[config.mk]
export PLATFORM = sky130hd
export DESIGN_NAME = fb_bank_controller_flat
export DESIGN_NICKNAME = d
export VERILOG_FILES = /design/src/rtl/fb_pkg.sv /design/src/rtl/fb_bank_controller_if.sv /design/src/rtl/fb_write_stage.sv /design/src/rtl/fb_bank_controller.sv /design/src/flat_wrapper.sv
export SDC_FILE = /design/constraint.sdc
export NUM_CORES = 1
export LEC_CHECK = 0
export CORE_UTILIZATION = 35
export DETAILED_ROUTE_END_ITERATION = 8
export GPL_TIMING_DRIVEN = 0
export PLACE_DENSITY = 0.69
export SETUP_SLACK_MARGIN = 0.02
export SLEW_MARGIN = 10
export SYNTH_ARGS = -nofsm -noshare
export SYNTH_HDL_FRONTEND = slang
export SYNTH_HIERARCHICAL = 1
export SYNTH_SLANG_ARGS = --single-unit
[constraint.sdc]
create_clock -name i_clk -period 3.4 [get_ports i_clk]
set_input_delay 0.68 -clock i_clk [delete_from_list [all_inputs] [get_ports i_clk]]
set_output_delay 0.68 -clock i_clk [all_outputs]
set_load 0.1 [all_outputs]
[src/rtl/fb_pkg.sv]
// fb_pkg: shared state encoding and frame geometry for the frame-buffer bank controller
package fb_pkg;
  typedef enum logic [1:0] {IDLE = 2'd0, ARMED = 2'd1, CAPTURE = 2'd2, PENDING = 2'd3} fb_state_t;
  localparam int WIDTH_IMAGE  = 640;
  localparam int HEIGHT_IMAGE = 480;
  localparam int NUM_PIXELS   = WIDTH_IMAGE * HEIGHT_IMAGE;
  localparam int ADDR_WIDTH   = 19;
  localparam int DATA_WIDTH   = 24;
  localparam int CNT_WIDTH    = 16;
endpackage

[src/rtl/fb_bank_controller_if.sv]
// fb_bank_controller_if: writer, display and RAM-side signals of the bank controller
interface fb_bank_controller_if #(
  parameter int ADDR_WIDTH = fb_pkg::ADDR_WIDTH,
  parameter int DATA_WIDTH = fb_pkg::DATA_WIDTH,
  parameter int CNT_WIDTH  = fb_pkg::CNT_WIDTH
);
  logic                  i_capture_en;
  logic                  i_frame_start;
  logic                  i_wr_enable;
  logic [ADDR_WIDTH-1:0] i_wr_address;
  logic [DATA_WIDTH-1:0] i_wr_data;
  logic                  i_disp_frame_end;
  logic                  o_ram_wr_enable;
  logic [ADDR_WIDTH:0]   o_ram_wr_address;
  logic [DATA_WIDTH-1:0] o_ram_wr_data;
  logic                  o_rd_bank;
  logic                  o_frame_done;
  logic [CNT_WIDTH-1:0]  o_frame_count;
  logic                  o_overrun;
  logic                  o_sync_error;
  logic [1:0]            o_state;
  modport slave (
    input  i_capture_en, i_frame_start, i_wr_enable, i_wr_address, i_wr_data, i_disp_frame_end,
    output o_ram_wr_enable, o_ram_wr_address, o_ram_wr_data, o_rd_bank, o_frame_done,
           o_frame_count, o_overrun, o_sync_error, o_state
  );
  modport master (
    output i_capture_en, i_frame_start, i_wr_enable, i_wr_address, i_wr_data, i_disp_frame_end,
    input  o_ram_wr_enable, o_ram_wr_address, o_ram_wr_data, o_rd_bank, o_frame_done,
           o_frame_count, o_overrun, o_sync_error, o_state
  );
endinterface

[src/rtl/fb_write_stage.sv]
// fb_write_stage: range-gated, one-cycle registered pixel write path tagged with the back-bank bit
module fb_write_stage #(
  parameter int ADDR_WIDTH = fb_pkg::ADDR_WIDTH,
  parameter int DATA_WIDTH = fb_pkg::DATA_WIDTH,
  parameter int NUM_PIXELS = fb_pkg::NUM_PIXELS
) (
  input  logic                  i_clk,
  input  logic                  i_reset,
  input  logic                  i_capture,
  input  logic                  i_wr_enable,
  input  logic [ADDR_WIDTH-1:0] i_wr_address,
  input  logic [DATA_WIDTH-1:0] i_wr_data,
  input  logic                  i_bank,
  output logic                  o_accept,
  output logic                  o_last,
  output logic                  o_ram_wr_enable,
  output logic [ADDR_WIDTH:0]   o_ram_wr_address,
  output logic [DATA_WIDTH-1:0] o_ram_wr_data
);
  localparam logic [ADDR_WIDTH-1:0] LAST = ADDR_WIDTH'(NUM_PIXELS - 1);
  assign o_accept = i_capture && i_wr_enable && (i_wr_address <= LAST);
  assign o_last   = o_accept && (i_wr_address == LAST);
  // address/data hold on rejected cycles so the RAM bus only moves on real writes
  always_ff @(posedge i_clk or posedge i_reset) begin
    if (i_reset) begin
      o_ram_wr_enable  <= 1'b0;
      o_ram_wr_address <= '0;
      o_ram_wr_data    <= '0;
    end else begin
      o_ram_wr_enable <= o_accept;
      if (o_accept) begin
        o_ram_wr_address <= {i_bank, i_wr_address};
        o_ram_wr_data    <= i_wr_data;
      end
    end
  end
endmodule

[src/rtl/fb_bank_controller.sv]
// fb_bank_controller: double-buffer sequencer swapping capture/display banks in vertical blanking
module fb_bank_controller #(
  parameter int ADDR_WIDTH = fb_pkg::ADDR_WIDTH,
  parameter int DATA_WIDTH = fb_pkg::DATA_WIDTH,
  parameter int NUM_PIXELS = fb_pkg::NUM_PIXELS,
  parameter int CNT_WIDTH  = fb_pkg::CNT_WIDTH
) (
  input  logic                 i_clk,
  input  logic                 i_reset,
  fb_bank_controller_if.slave  bus
);
  import fb_pkg::*;
  fb_state_t            r_state, w_next;
  logic                 r_rd_bank, r_frame_done, r_overrun, r_sync_error;
  logic [CNT_WIDTH-1:0] r_frame_count;
  logic                 w_accept, w_last, w_swap, w_overrun, w_sync_error;
  fb_write_stage #(.ADDR_WIDTH(ADDR_WIDTH), .DATA_WIDTH(DATA_WIDTH), .NUM_PIXELS(NUM_PIXELS)) u_wr (
    .i_clk            (i_clk),
    .i_reset          (i_reset),
    .i_capture        (r_state == CAPTURE),
    .i_wr_enable      (bus.i_wr_enable),
    .i_wr_address     (bus.i_wr_address),
    .i_wr_data        (bus.i_wr_data),
    .i_bank           (~r_rd_bank),
    .o_accept         (w_accept),
    .o_last           (w_last),
    .o_ram_wr_enable  (bus.o_ram_wr_enable),
    .o_ram_wr_address (bus.o_ram_wr_address),
    .o_ram_wr_data    (bus.o_ram_wr_data)
  );
  // a frame start in CAPTURE restarts the frame, so it overrides a coincident last write
  always_comb begin
    w_next       = r_state;
    w_swap       = 1'b0;
    w_overrun    = 1'b0;
    w_sync_error = 1'b0;
    case (r_state)
      IDLE:    w_next = bus.i_capture_en ? ARMED : IDLE;
      ARMED:   w_next = !bus.i_capture_en ? IDLE : bus.i_frame_start ? CAPTURE : ARMED;
      CAPTURE: begin
        w_sync_error = bus.i_frame_start;
        w_swap       = !bus.i_frame_start && w_last && bus.i_disp_frame_end;
        if (!bus.i_frame_start && w_last)
          w_next = !bus.i_disp_frame_end ? PENDING : bus.i_capture_en ? ARMED : IDLE;
      end
      PENDING: begin
        w_swap    = bus.i_disp_frame_end;
        w_overrun = bus.i_frame_start && !bus.i_disp_frame_end;
        if (bus.i_disp_frame_end)
          w_next = !bus.i_capture_en ? IDLE : bus.i_frame_start ? CAPTURE : ARMED;
      end
    endcase
  end
  always_ff @(posedge i_clk or posedge i_reset) begin
    if (i_reset) begin
      r_state       <= IDLE;
      r_rd_bank     <= 1'b0;
      r_frame_count <= '0;
      r_frame_done  <= 1'b0;
      r_overrun     <= 1'b0;
      r_sync_error  <= 1'b0;
    end else begin
      r_state       <= w_next;
      r_rd_bank     <= r_rd_bank ^ w_swap;
      r_frame_count <= r_frame_count + CNT_WIDTH'(w_swap);
      r_frame_done  <= w_swap;
      r_overrun     <= w_overrun;
      r_sync_error  <= w_sync_error;
    end
  end
  assign bus.o_rd_bank     = r_rd_bank;
  assign bus.o_frame_count = r_frame_count;
  assign bus.o_frame_done  = r_frame_done;
  assign bus.o_overrun     = r_overrun;
  assign bus.o_sync_error  = r_sync_error;
  assign bus.o_state       = r_state;
  // accept is consumed by the write stage; unused here beyond documenting intent
  logic w_unused;
  assign w_unused = w_accept;
endmodule

[src/flat_wrapper.sv]
// flat-port wrapper written by rule: the top's interface ports become plain ports
module fb_bank_controller_flat import fb_pkg::*;
#(
  parameter int ADDR_WIDTH = fb_pkg::ADDR_WIDTH,
  parameter int DATA_WIDTH = fb_pkg::DATA_WIDTH,
  parameter int NUM_PIXELS = fb_pkg::NUM_PIXELS,
  parameter int CNT_WIDTH  = fb_pkg::CNT_WIDTH
)
  (i_clk, i_reset, bus_i_capture_en, bus_i_frame_start, bus_i_wr_enable, bus_i_wr_address, bus_i_wr_data, bus_i_disp_frame_end, bus_o_ram_wr_enable, bus_o_ram_wr_address, bus_o_ram_wr_data, bus_o_rd_bank, bus_o_frame_done, bus_o_frame_count, bus_o_overrun, bus_o_sync_error, bus_o_state);
  fb_bank_controller_if #(.ADDR_WIDTH(ADDR_WIDTH), .DATA_WIDTH(DATA_WIDTH), .CNT_WIDTH(CNT_WIDTH)) bus_i ();
  input  logic i_clk;
  input  logic i_reset;
  input wire logic [$bits(bus_i.i_capture_en)-1:0] bus_i_capture_en;
  input wire logic [$bits(bus_i.i_frame_start)-1:0] bus_i_frame_start;
  input wire logic [$bits(bus_i.i_wr_enable)-1:0] bus_i_wr_enable;
  input wire logic [$bits(bus_i.i_wr_address)-1:0] bus_i_wr_address;
  input wire logic [$bits(bus_i.i_wr_data)-1:0] bus_i_wr_data;
  input wire logic [$bits(bus_i.i_disp_frame_end)-1:0] bus_i_disp_frame_end;
  output wire logic [$bits(bus_i.o_ram_wr_enable)-1:0] bus_o_ram_wr_enable;
  output wire logic [$bits(bus_i.o_ram_wr_address)-1:0] bus_o_ram_wr_address;
  output wire logic [$bits(bus_i.o_ram_wr_data)-1:0] bus_o_ram_wr_data;
  output wire logic [$bits(bus_i.o_rd_bank)-1:0] bus_o_rd_bank;
  output wire logic [$bits(bus_i.o_frame_done)-1:0] bus_o_frame_done;
  output wire logic [$bits(bus_i.o_frame_count)-1:0] bus_o_frame_count;
  output wire logic [$bits(bus_i.o_overrun)-1:0] bus_o_overrun;
  output wire logic [$bits(bus_i.o_sync_error)-1:0] bus_o_sync_error;
  output wire logic [$bits(bus_i.o_state)-1:0] bus_o_state;
  assign bus_i.i_capture_en = bus_i_capture_en;
  assign bus_i.i_frame_start = bus_i_frame_start;
  assign bus_i.i_wr_enable = bus_i_wr_enable;
  assign bus_i.i_wr_address = bus_i_wr_address;
  assign bus_i.i_wr_data = bus_i_wr_data;
  assign bus_i.i_disp_frame_end = bus_i_disp_frame_end;
  assign bus_o_ram_wr_enable = bus_i.o_ram_wr_enable;
  assign bus_o_ram_wr_address = bus_i.o_ram_wr_address;
  assign bus_o_ram_wr_data = bus_i.o_ram_wr_data;
  assign bus_o_rd_bank = bus_i.o_rd_bank;
  assign bus_o_frame_done = bus_i.o_frame_done;
  assign bus_o_frame_count = bus_i.o_frame_count;
  assign bus_o_overrun = bus_i.o_overrun;
  assign bus_o_sync_error = bus_i.o_sync_error;
  assign bus_o_state = bus_i.o_state;
  fb_bank_controller #(.ADDR_WIDTH(ADDR_WIDTH), .DATA_WIDTH(DATA_WIDTH), .NUM_PIXELS(NUM_PIXELS), .CNT_WIDTH(CNT_WIDTH)) u_core (.i_clk(i_clk), .i_reset(i_reset), .bus(bus_i));
endmodule
==> reports/results.tsv <==
stage	metric	value	unit
floorplanning	Initial Utilization	0.3699	
drt	drt initial violations	34	
final_layout	Area Growth Syn to Fin	54.72	%
synthesis	Post-Syn Area	0.002918	mm^2
placed_design	DP HPWL	4.706	mm
synthesis	Syn. warnings	6	
clock_network	deepest clock path buffer count	2	
drt	final wirelength	6.500	mm
synthesis	Synthesized Nets	246	
clock_network	Root Buffer	clkbuf_8	
worst_setup_path	CP Capture Type	register	
clock_network	CTS sink count	67	
drt	ANT nets after route	0	
placed_design	# placed instances	412	
clock_network	CTS tree	yes	
worst_setup_path	largest stage delay on the critical path	550	ps
grt	GR Overflow Total	0	
clock_network	Clk Latency, worst-skew pair	340	ps
floorplanning	core area	0.007888	mm^2
grt	aggregate global-route resource usage	0.1576	
synthesis	asr flop ratio synth	1.000	
grt	largest net degree at the start of global routing	36	
placed_design	IO buf count	115	
clock_network	Num CTS Buffers	9	
timing	Final Cycle Share	0.9271	
worst_setup_path	critical-path cell list	clkbuf_1, nor2b_4, nand2_1, or4_1, nor4_4, nor2b_4, o211a_1, ha_1, ha_1, nand2_2, nor4_4, xor2_1	
clock_network	hold buffers post-CTS	0	
grt	initial antenna violation count	0	
floorplanning	Die Y	93.31	um
floorplanning	Std-Cell Rows	32	
hold_path	HP Class	register to register	
drt	Vias per Instance	4.642	
drt	via count	1996	
timing	Max transition margin	0.3203	
final_layout	filler instances	662	
drt	DRC Markers	0	
drt	wire per inst	15.12	um
worst_setup_path	Setup CP Type	register to register	
final_layout	diode count	0	
final_layout	layout cells sized above 1	0.2470	
timing	Final Hold Fails	0	
final_layout	FF/Latch Area	0.001679	mm^2
timing	fmax	0.3173	GHz
timing	RSZ-0062 raised after global routing	no	
worst_setup_path	worst path required time	3670	ps
timing	Setup-failing EPs final	0	
timing	Setup Skew	13.19	ps
timing	Slew Viols, Final	0	
drt	1st-pass router iterations	4	
synthesis	Yosys reg bits	67	
timing	min Tclk post-route	3152	ps
worst_setup_path	Critical Path Source Type	register	
synthesis	ys flop type	dfrtp_1	
floorplanning	Horiz. Die Dim	93.31	um
worst_setup_path	Arr. time, crit path	3420	ps
final_layout	Multi-input gate area	0.001217	mm^2
grt	number of global-route vias before repair	2064	
clock_network	clock-pin slew on the worst setup and hold paths	80	ps
clock_network	H-tree levels	3	
synthesis	sequential area share after synthesis	0.5746	
synthesis	cells after synthesis	194	
final_layout	final net count	375	
status	result of the run	finished clean	
worst_setup_path	Worst path slowest cell	or4_1	
floorplanning	I/O pin cnt	116	
timing	Least-Margin Pin Slew	1016	ps
worst_setup_path	flop-to-flop setup slack	250	ps
placed_design	GP Congestion	0.7357	
synthesis	Synth Area per Inst	15.04	um^2
synthesis	synth unique cells	36	
floorplanning	Die ar.	0.008706	mm^2
grt	first-pass GRT wire length	10.45	mm
final_layout	Layout Cells excl Fill	430	
worst_setup_path	CP Max Fanout	9	
synthesis	EDFF count, synth	0	
job	maximum capacitance violations	0	
==> critical path, delay by kind of cell (launching register included) <==
family	cells	cell delay [ps]
and+or+nand+nor	7	1720
DFF	1	400
adders and majority gates	2	380
buffers and inverters	1	220
AOI/OAI and AO/OA	1	210
xor gates and xnor gates	1	160
==> per-layer routing <==
layer,vias to the layer above,global-route usage,part of all wire,wire length [um]
met5,-,0,0,0
met2,66,0.2433,0.47,3053
met1,977,0.2103,0.46,2960
met3,13,0.03171,0.051,330
met4,0,0.07949,0.024,155
li1,940,-,-,-
==> synth_stat cells (2+ instances only) <==
| cell type | instances | area share |
|---|---|---|
| xor2_1 | 10 | 0.030 |
| buf_6 | 4 | 0.015 |
| dfrtp_1 | 67 | 0.57 |
| xnor2_1 | 5 | 0.015 |
| a32o_1 | 2 | 0.0069 |
| nor2_1 | 6 | 0.0077 |
| nor3_1 | 4 | 0.0069 |
| nor4_2 | 4 | 0.017 |
| nand3_1 | 6 | 0.010 |
| mux2_2 | 3 | 0.012 |
| nor2b_1 | 2 | 0.0043 |
| nand2_1 | 8 | 0.010 |
| o21ai_0 | 2 | 0.0034 |
| inv_1 | 7 | 0.0090 |
| a21oi_1 | 2 | 0.0034 |
| ha_1 | 3 | 0.013 |
| mux2_4 | 38 | 0.20 |
| nand4_1 | 3 | 0.0064 |
==> cells in the final DEF, fill, tap and decap left out, types with 2 or more instances in the layout <==
cell type        Yosys  final
clkinvlp_4           0      2
ha_1                 3      3
nor2_1               6      6
nor3_1               4      3
bufinv_16            0      2
nand3_1              6      5
mux2_2               3      3
dfrtp_1             67     65
clkbuf_8             0     10
a32o_1               2      2
clkdlybuf4s50_1      0    114
xnor2_1              5      5
buf_4                0      2
o21ai_0              2      2
nor2b_4              0      2
nand2_1              8      7
nor4_4               0      2
dfrtp_2              0      2
xor2_1              10     10
a21oi_1              2      2
inv_1                7      6
nand4_1              3      3
buf_6                4      4
mux2_4              38     38
nor4_2               4      3
==> through the flow <==
step	utilization	instance area, um^2	setup WS, ps	hold slack [ps]	TNS [ps]
floorplan	-	2920	25.44	669.1	0
global placement	0.5324	4199	-411.9	454.0	-3732
detailed placement	0.5349	4219	-451.5	470.3	-4113
CTS	0.5668	4471	27.00	481.1	0
global route	0.5723	4514	48.11	507.0	0
finish	0.5723	4514	248.0	478.4	0
==> state kept, by name, indices dropped and copies added, names as in the netlist <==
register and count:
u_core/bus.o_rd_bank 1, u_core/bus.o_frame_count 16, u_core/bus.o_state 2, u_core/u_wr/o_ram_wr_enable 1, u_core/u_wr/o_ram_wr_data 24, u_core/bus.o_frame_done 1
u_core/bus.o_overrun 1, u_core/bus.o_sync_error 1, u_core/u_wr/o_ram_wr_address 20
==> worst paths after layout <==
check                                                            to  depth (start not counted)                                    from
hold reg to reg              u_core/bus.o_frame_count[15]$_DFF_PP0_                          1  u_core/bus.o_frame_count[15]$_DFF_PP0_
setup reg to reg             u_core/bus.o_frame_count[14]$_DFF_PP0_                         12       u_core/bus.o_state[0]$_DFFE_PP0P_
setup / recovery             u_core/bus.o_frame_count[14]$_DFF_PP0_                         12       u_core/bus.o_state[0]$_DFFE_PP0P_
max in group asynchronous         u_core/bus.o_state[1]$_DFFE_PP0P_                          2                                 i_reset
hold / removal               u_core/bus.o_frame_count[15]$_DFF_PP0_                          1  u_core/bus.o_frame_count[15]$_DFF_PP0_
min in group asynchronous  u_core/u_wr/o_ram_wr_data[3]$_DFFE_PP0P_                          2                                 i_reset
==> what timing repair did <==
item	in CTS	in global routing
endpoints found under the setup margin	10	7
gates resized for setup	5	6
buffers inserted	0	2
==> cells by family after synthesis <==
logic type	share of synthesized area
AOI/OAI and AO/OA	0.04546
adders and majority gates	0.01287
xor gates and xnor gates	0.04502
DFF	0.5746
and+or+nand+nor	0.08920
muxes	0.2071
buffers and inverters	0.02573
==> area by class of cell <==
class | instances | share of cell area
Timing Repair Buffer | 118 | 0.2633
Multi-Input combinational cell | 115 | 0.2697
Clock buffer | 10 | 0.03049
Buffer | 5 | 0.01081
Inverter | 7 | 0.005820
Clock inverter | 6 | 0.01968
Tap cell | 102 | 0.02827
Sequential cell | 67 | 0.3720
Power is not shown: default switching activity piles up to over one toggle a cycle in this logic, so the estimate is an artifact.
==> patch 1 (same flow settings) <==
The package constant `ADDR_WIDTH` goes from 19 to 38.
--- a/src/rtl/fb_pkg.sv
+++ b/src/rtl/fb_pkg.sv
@@ -6,3 +6,3 @@
   localparam int NUM_PIXELS   = WIDTH_IMAGE * HEIGHT_IMAGE;
-  localparam int ADDR_WIDTH   = 19;
+  localparam int ADDR_WIDTH   = 38;
   localparam int DATA_WIDTH   = 24;
Ports: changed (resized bus_i_wr_address and bus_o_ram_wr_address); port bits go from 116 to 154. No check against the original RTL was run, so the function may have changed too.
==> patch 1 against the original RTL <==
- synthesized area rose by 22%
- largest cell class unchanged
- sequential cell count rose by 19
- critical endpoint is now u_core/bus.o_frame_count[13]$_DFF_PP0_
- worst setup slack got worse by 130 ps
- wire length rose by 35%
- register-to-register slack improved by 20 ps
- cell area rose by 24%
==> patch 1: results (changes against the original RTL) <==
| Metric | Value |
|---|---|
| Total Wirelength | 8.79 mm (was 6.50 mm) |
| Port buffer count | 153 (was 115) |
| GR met3 Demand/Resource | 0.0481 (was 0.0317) |
| R2R depth | 11 (was 12) |
| Share of the yosys chip area belonging to registers | 0.603 (was 0.575) |
| Reg2Reg Setup Slack | 270 ps (was 250 ps) |
| WL met1 | 3.79 mm (was 2.96 mm) |
| Total grt overflow | 0 (unchanged) |
| PostCTS Resize Cnt | 10 (was 5) |
| DP Area | 0.00530 sq mm (was 0.00422 sq mm) |
| Setup crit start | bus_i_wr_address[36] (was u_core/bus.o_state[0]$_DFFE_PP0P_) |
| Synth top area cells | dfrtp_1 (60%), mux2_4 (17%), and2_1 (3.3%), xor2_1 (2.5%), nand2_1 (1.5%) (was dfrtp_1 (57%), mux2_4 (20%), xor2_1 (3.0%), nor4_2 (1.7%), buf_6 (1.5%)) |
| Asr flop ratio synth | 1.00 (unchanged) |
| Number of post-CTS setup repair buffers | 3 (was 0) |
| 1st-iter DRT viols | 42 (was 34) |
| WL met2 | 4.18 mm (was 3.05 mm) |
| Nets@finish | 484 (was 375) |
| Met1 usage | 0.214 (was 0.210) |
| Slowest cell on crit path | or4bb_4 (was or4_1) |
| Final Skew | 8.10 ps (was 13.2 ps) |
| Pin count of the biggest net entering global routing | 61 (was 36) |
| All-Layer GR Usage | 0.174 (was 0.158) |
| First-pass GRT wire length | 13.7 mm (was 10.5 mm) |
| Fraction of layout cells with a size suffix above 1 | 0.203 (was 0.247) |
| Yosys cell types | 32 (was 36) |
| Most flops, register | u_core/u_wr/o_ram_wr_address (was u_core/u_wr/o_ram_wr_data) |
| Vias in the first global route | 2735 (was 2064) |
| Drt wl/cell | 16.0 um (was 15.1 um) |
| Placed insts | 533 (was 412) |
| Status | finished, final reports clean (unchanged) |
| Root buffer cell | clkbuf_8 (unchanged) |
| Worst-path maximum fanout | 7 (was 9) |
| Largest stage delay on the critical path | 600 ps (was 550 ps) |
| Crit path kind | in -> reg (was reg -> reg) |
| Gpl congestion | 0.742 (was 0.736) |
| Leading cell types by count after synthesis | dfrtp_1 (86), mux2_4 (40), and2_1 (19) (was dfrtp_1 (67), mux2_4 (38), xor2_1 (10)) |
| Syn nets | 317 (was 246) |
| DP Worst Slack | -876 ps (was -451 ps) |
| Max reg flops | 39 (was 24) |
| Post-DP HPWL | 6.43 mm (was 4.71 mm) |
## patch 1: changes by cell type in the layout (fill, tap and decap cells not counted), sizes merged, moves of 2 or more
cell	delta
clkdlybuf4s50	+39
and2	+19
dfrtp	+19
nand2	+6
inv	+5
nor4	+4
mux2i	+3
a21oi	-2
clkinv	+2
clkinvlp	-2
nand4	+2
## patch 1: kinds of logic (layout without fill, tap and decap cells)
kind of cell,Yosys count,count (layout),synth area share
XOR/XNOR,15,15,0.0368
AO/OA/AOI/OAI,10,10,0.0214
buffers and inverters,17,189,0.0263
flip-flops,86,86,0.603
AND/OR/NAND/NOR,71,71,0.122
multiplexers,44,44,0.180
adder cells (fa/ha/maj),3,3,0.0105
## patch 1: worst min path at each step
stage	startpoint	slack (ps)	to
floorplan	i_reset	670	u_core/bus.o_frame_count[0]$_DFF_PP0_
global placement	u_core/u_wr/o_ram_wr_address[27]$_DFFE_PP0P_	470	u_core/u_wr/o_ram_wr_address[27]$_DFFE_PP0P_
detailed placement	u_core/u_wr/o_ram_wr_address[20]$_DFFE_PP0P_	470	u_core/u_wr/o_ram_wr_address[20]$_DFFE_PP0P_
CTS	u_core/u_wr/o_ram_wr_address[31]$_DFFE_PP0P_	500	u_core/u_wr/o_ram_wr_address[31]$_DFFE_PP0P_
global route	u_core/u_wr/o_ram_wr_address[31]$_DFFE_PP0P_	510	u_core/u_wr/o_ram_wr_address[31]$_DFFE_PP0P_
finish	u_core/u_wr/o_ram_wr_address[31]$_DFFE_PP0P_	490	u_core/u_wr/o_ram_wr_address[31]$_DFFE_PP0P_
## patch 1: cell type report
class	count	area, sq um
fill	869	4230
tap	133	166
clock buffer	9	124
buffer	6	52.6
multi-input combinational	143	1400
inverter	10	40.0
timing repair buffer	157	1580
clock inverter	7	71.3
sequential	86	2150
==> patch 2 (config.mk and constraints unchanged) <==
Without the edit above. Reset style: synchronous (`i_reset`), changed in 2 clocked blocks.
--- a/src/rtl/fb_write_stage.sv
+++ b/src/rtl/fb_write_stage.sv
@@ -23,3 +23,3 @@
   // address/data hold on rejected cycles so the RAM bus only moves on real writes
-  always_ff @(posedge i_clk or posedge i_reset) begin
+  always_ff @(posedge i_clk) begin
     if (i_reset) begin
--- a/src/rtl/fb_bank_controller.sv
+++ b/src/rtl/fb_bank_controller.sv
@@ -53,3 +53,3 @@
   end
-  always_ff @(posedge i_clk or posedge i_reset) begin
+  always_ff @(posedge i_clk) begin
     if (i_reset) begin
Function: differs if i_reset is asserted again (counterexample within 4 cycles, from zero or initial values and one cycle with i_reset high); with i_reset held inactive, the same outputs for 10 cycles.
==> patch 2 against the original RTL <==
- synthesized area is 5.0% higher
- critical path type is now in -> reg
- wire length is 16% higher
- hold slack worse by 19 ps
- count of clock-buffer cells in the layout stayed put
- worst setup slack better by 37 ps
- cell area is 1.8% higher
- sequential cell count stayed put
- die area is 4.9% higher
- critical path depth stayed put
- global-route usage is 0.82 points higher
- synthesized cell count is 59% higher
- non-clock buffer count is 8 higher
Power is left out: it rests on default switching activity, and per cell area and clock period it moved more than threefold.
==> patch 2: results (changes against the original RTL) <==
| Metric | Value |
|---|---|
| FILL cells | 751 (was 662) |
| Pin count of the biggest net entering global routing | 13 (was 36) |
| Nets@finish | 486 (was 375) |
| Vias in the first global route | 2458 (was 2064) |
| Post-DP HPWL | 5.57 mm (was 4.71 mm) |
| Yosys cell types | 35 (was 36) |
| 1st-iter DRT viols | 41 (was 34) |
| Ys flop type | dfxtp_1 (was dfrtp_1) |
| Synth top area cells | dfxtp_1 (44%), nand2b_1 (17%), mux2i_1 (14%), xnor2_1 (3.4%), nor2_1 (2.2%) (was dfrtp_1 (57%), mux2_4 (20%), xor2_1 (3.0%), nor4_2 (1.7%), buf_6 (1.5%)) |
| PostCTS Resize Cnt | 0 (was 5) |
| Final Skew | 9.54 ps (was 13.2 ps) |
| Status | finished, final reports clean (unchanged) |
| Worst Tran Pin Value | 1000 ps (was 1020 ps) |
| Worst hold stages | 2 (was 1) |
| All-Layer GR Usage | 0.166 (was 0.158) |
| Share of the yosys chip area belonging to registers | 0.438 (was 0.575) |
| Drt wl/cell | 13.8 um (was 15.1 um) |
| Vias per cell | 4.61 (was 4.64) |
| Worst-path maximum fanout | 7 (was 9) |
| CP arrival | 3380 ps (was 3420 ps) |
| Syn nets | 360 (was 246) |
| Asr flop ratio synth | 0 (was 1.00) |
| Gpl congestion | 0.684 (was 0.736) |
| Number of post-CTS setup repair buffers | 0 (unchanged) |
| First-pass GRT wire length | 11.4 mm (was 10.5 mm) |
[patch 2: changes by cell type after synthesis, moves of 4 or more]
cell	unedited run	this run
clkbuf_1	1	11
o21ai_0	2	7
xnor2_1	5	12
nor2_1	6	18
xor2_1	10	1
mux2_4	38	0
dfxtp_1	0	67
nor2b_1	2	7
dfrtp_1	67	0
mux2i_1	0	43
buf_8	0	4
nand2b_1	1	84
[patch 2: worst max-delay path, stage by stage]
cell and delay [ps]:
clkdlybuf4s50_1 450, and4bb_2 320, nand4_1 90, nor3_1 170, nor2b_1 270, o211ai_1 190, inv_1 130, ha_1 150
ha_1 210, nand3_2 180, or3_1 370, a21oi_1 160
[patch 2: metal layers]
metal / up-vias / share of wire / track usage
met5: - / 0 / 0
met4: 0 / 0.015 / 0.0672
met3: 9 / 0.071 / 0.0431
met2: 73 / 0.47 / 0.276
met1: 1155 / 0.44 / 0.203
li1: 1271 / - / -
[patch 2: final cells by class]
type / count / area [sq um] / share of cell area
Tap cell: 105 / 131 / 0.0286
Sequential cell: 67 / 1340 / 0.292
Buffer: 16 / 113 / 0.0245
Clock inverter: 6 / 113 / 0.0245
Timing Repair Buffer: 115 / 1150 / 0.250
Multi-Input combinational cell: 218 / 1580 / 0.344
Inverter: 7 / 26.3 / 0.00572
Clock buffer: 10 / 138 / 0.0299
[patch 2: kinds of logic after synthesis]
family / share of synthesized area
flip-flops: 0.438
XOR/XNOR: 0.0372
AO/OA/AOI/OAI: 0.0310
multiplexers: 0.141
buffers and inverters: 0.0453
adder cells (fa/ha/maj): 0.0123
AND/OR/NAND/NOR: 0.296
[patch 2: worst paths after layout]
path | to | slack, ps | from
worst min register to register | u_core/u_wr/o_ram_wr_address[18]$_SDFFE_PP0P_ | 460 | u_core/u_wr/o_ram_wr_address[18]$_SDFFE_PP0P_
worst min-delay path | u_core/u_wr/o_ram_wr_address[18]$_SDFFE_PP0P_ | 460 | u_core/u_wr/o_ram_wr_address[18]$_SDFFE_PP0P_
worst max register to register | u_core/bus.o_frame_count[6]$_SDFF_PP0_ | 400 | u_core/bus.o_state[1]$_SDFFE_PP0P_
worst max-delay path | u_core/bus.o_frame_count[6]$_SDFF_PP0_ | 290 | bus_i_wr_address[16]
[patch 2: stage by stage]
step / std cells / setup TNS [ps] / instance area [sq um] / utilization
final: 544 / 0 / 4600 / 0.551
after global routing: 544 / 0 / 4600 / 0.551
after CTS: 544 / 0 / 4600 / 0.551
after detailed placement: 528 / -180 / 4350 / 0.521
after global placement: 528 / -54.0 / 4350 / 0.521
after floorplan: 308 / 0 / 3060 / -
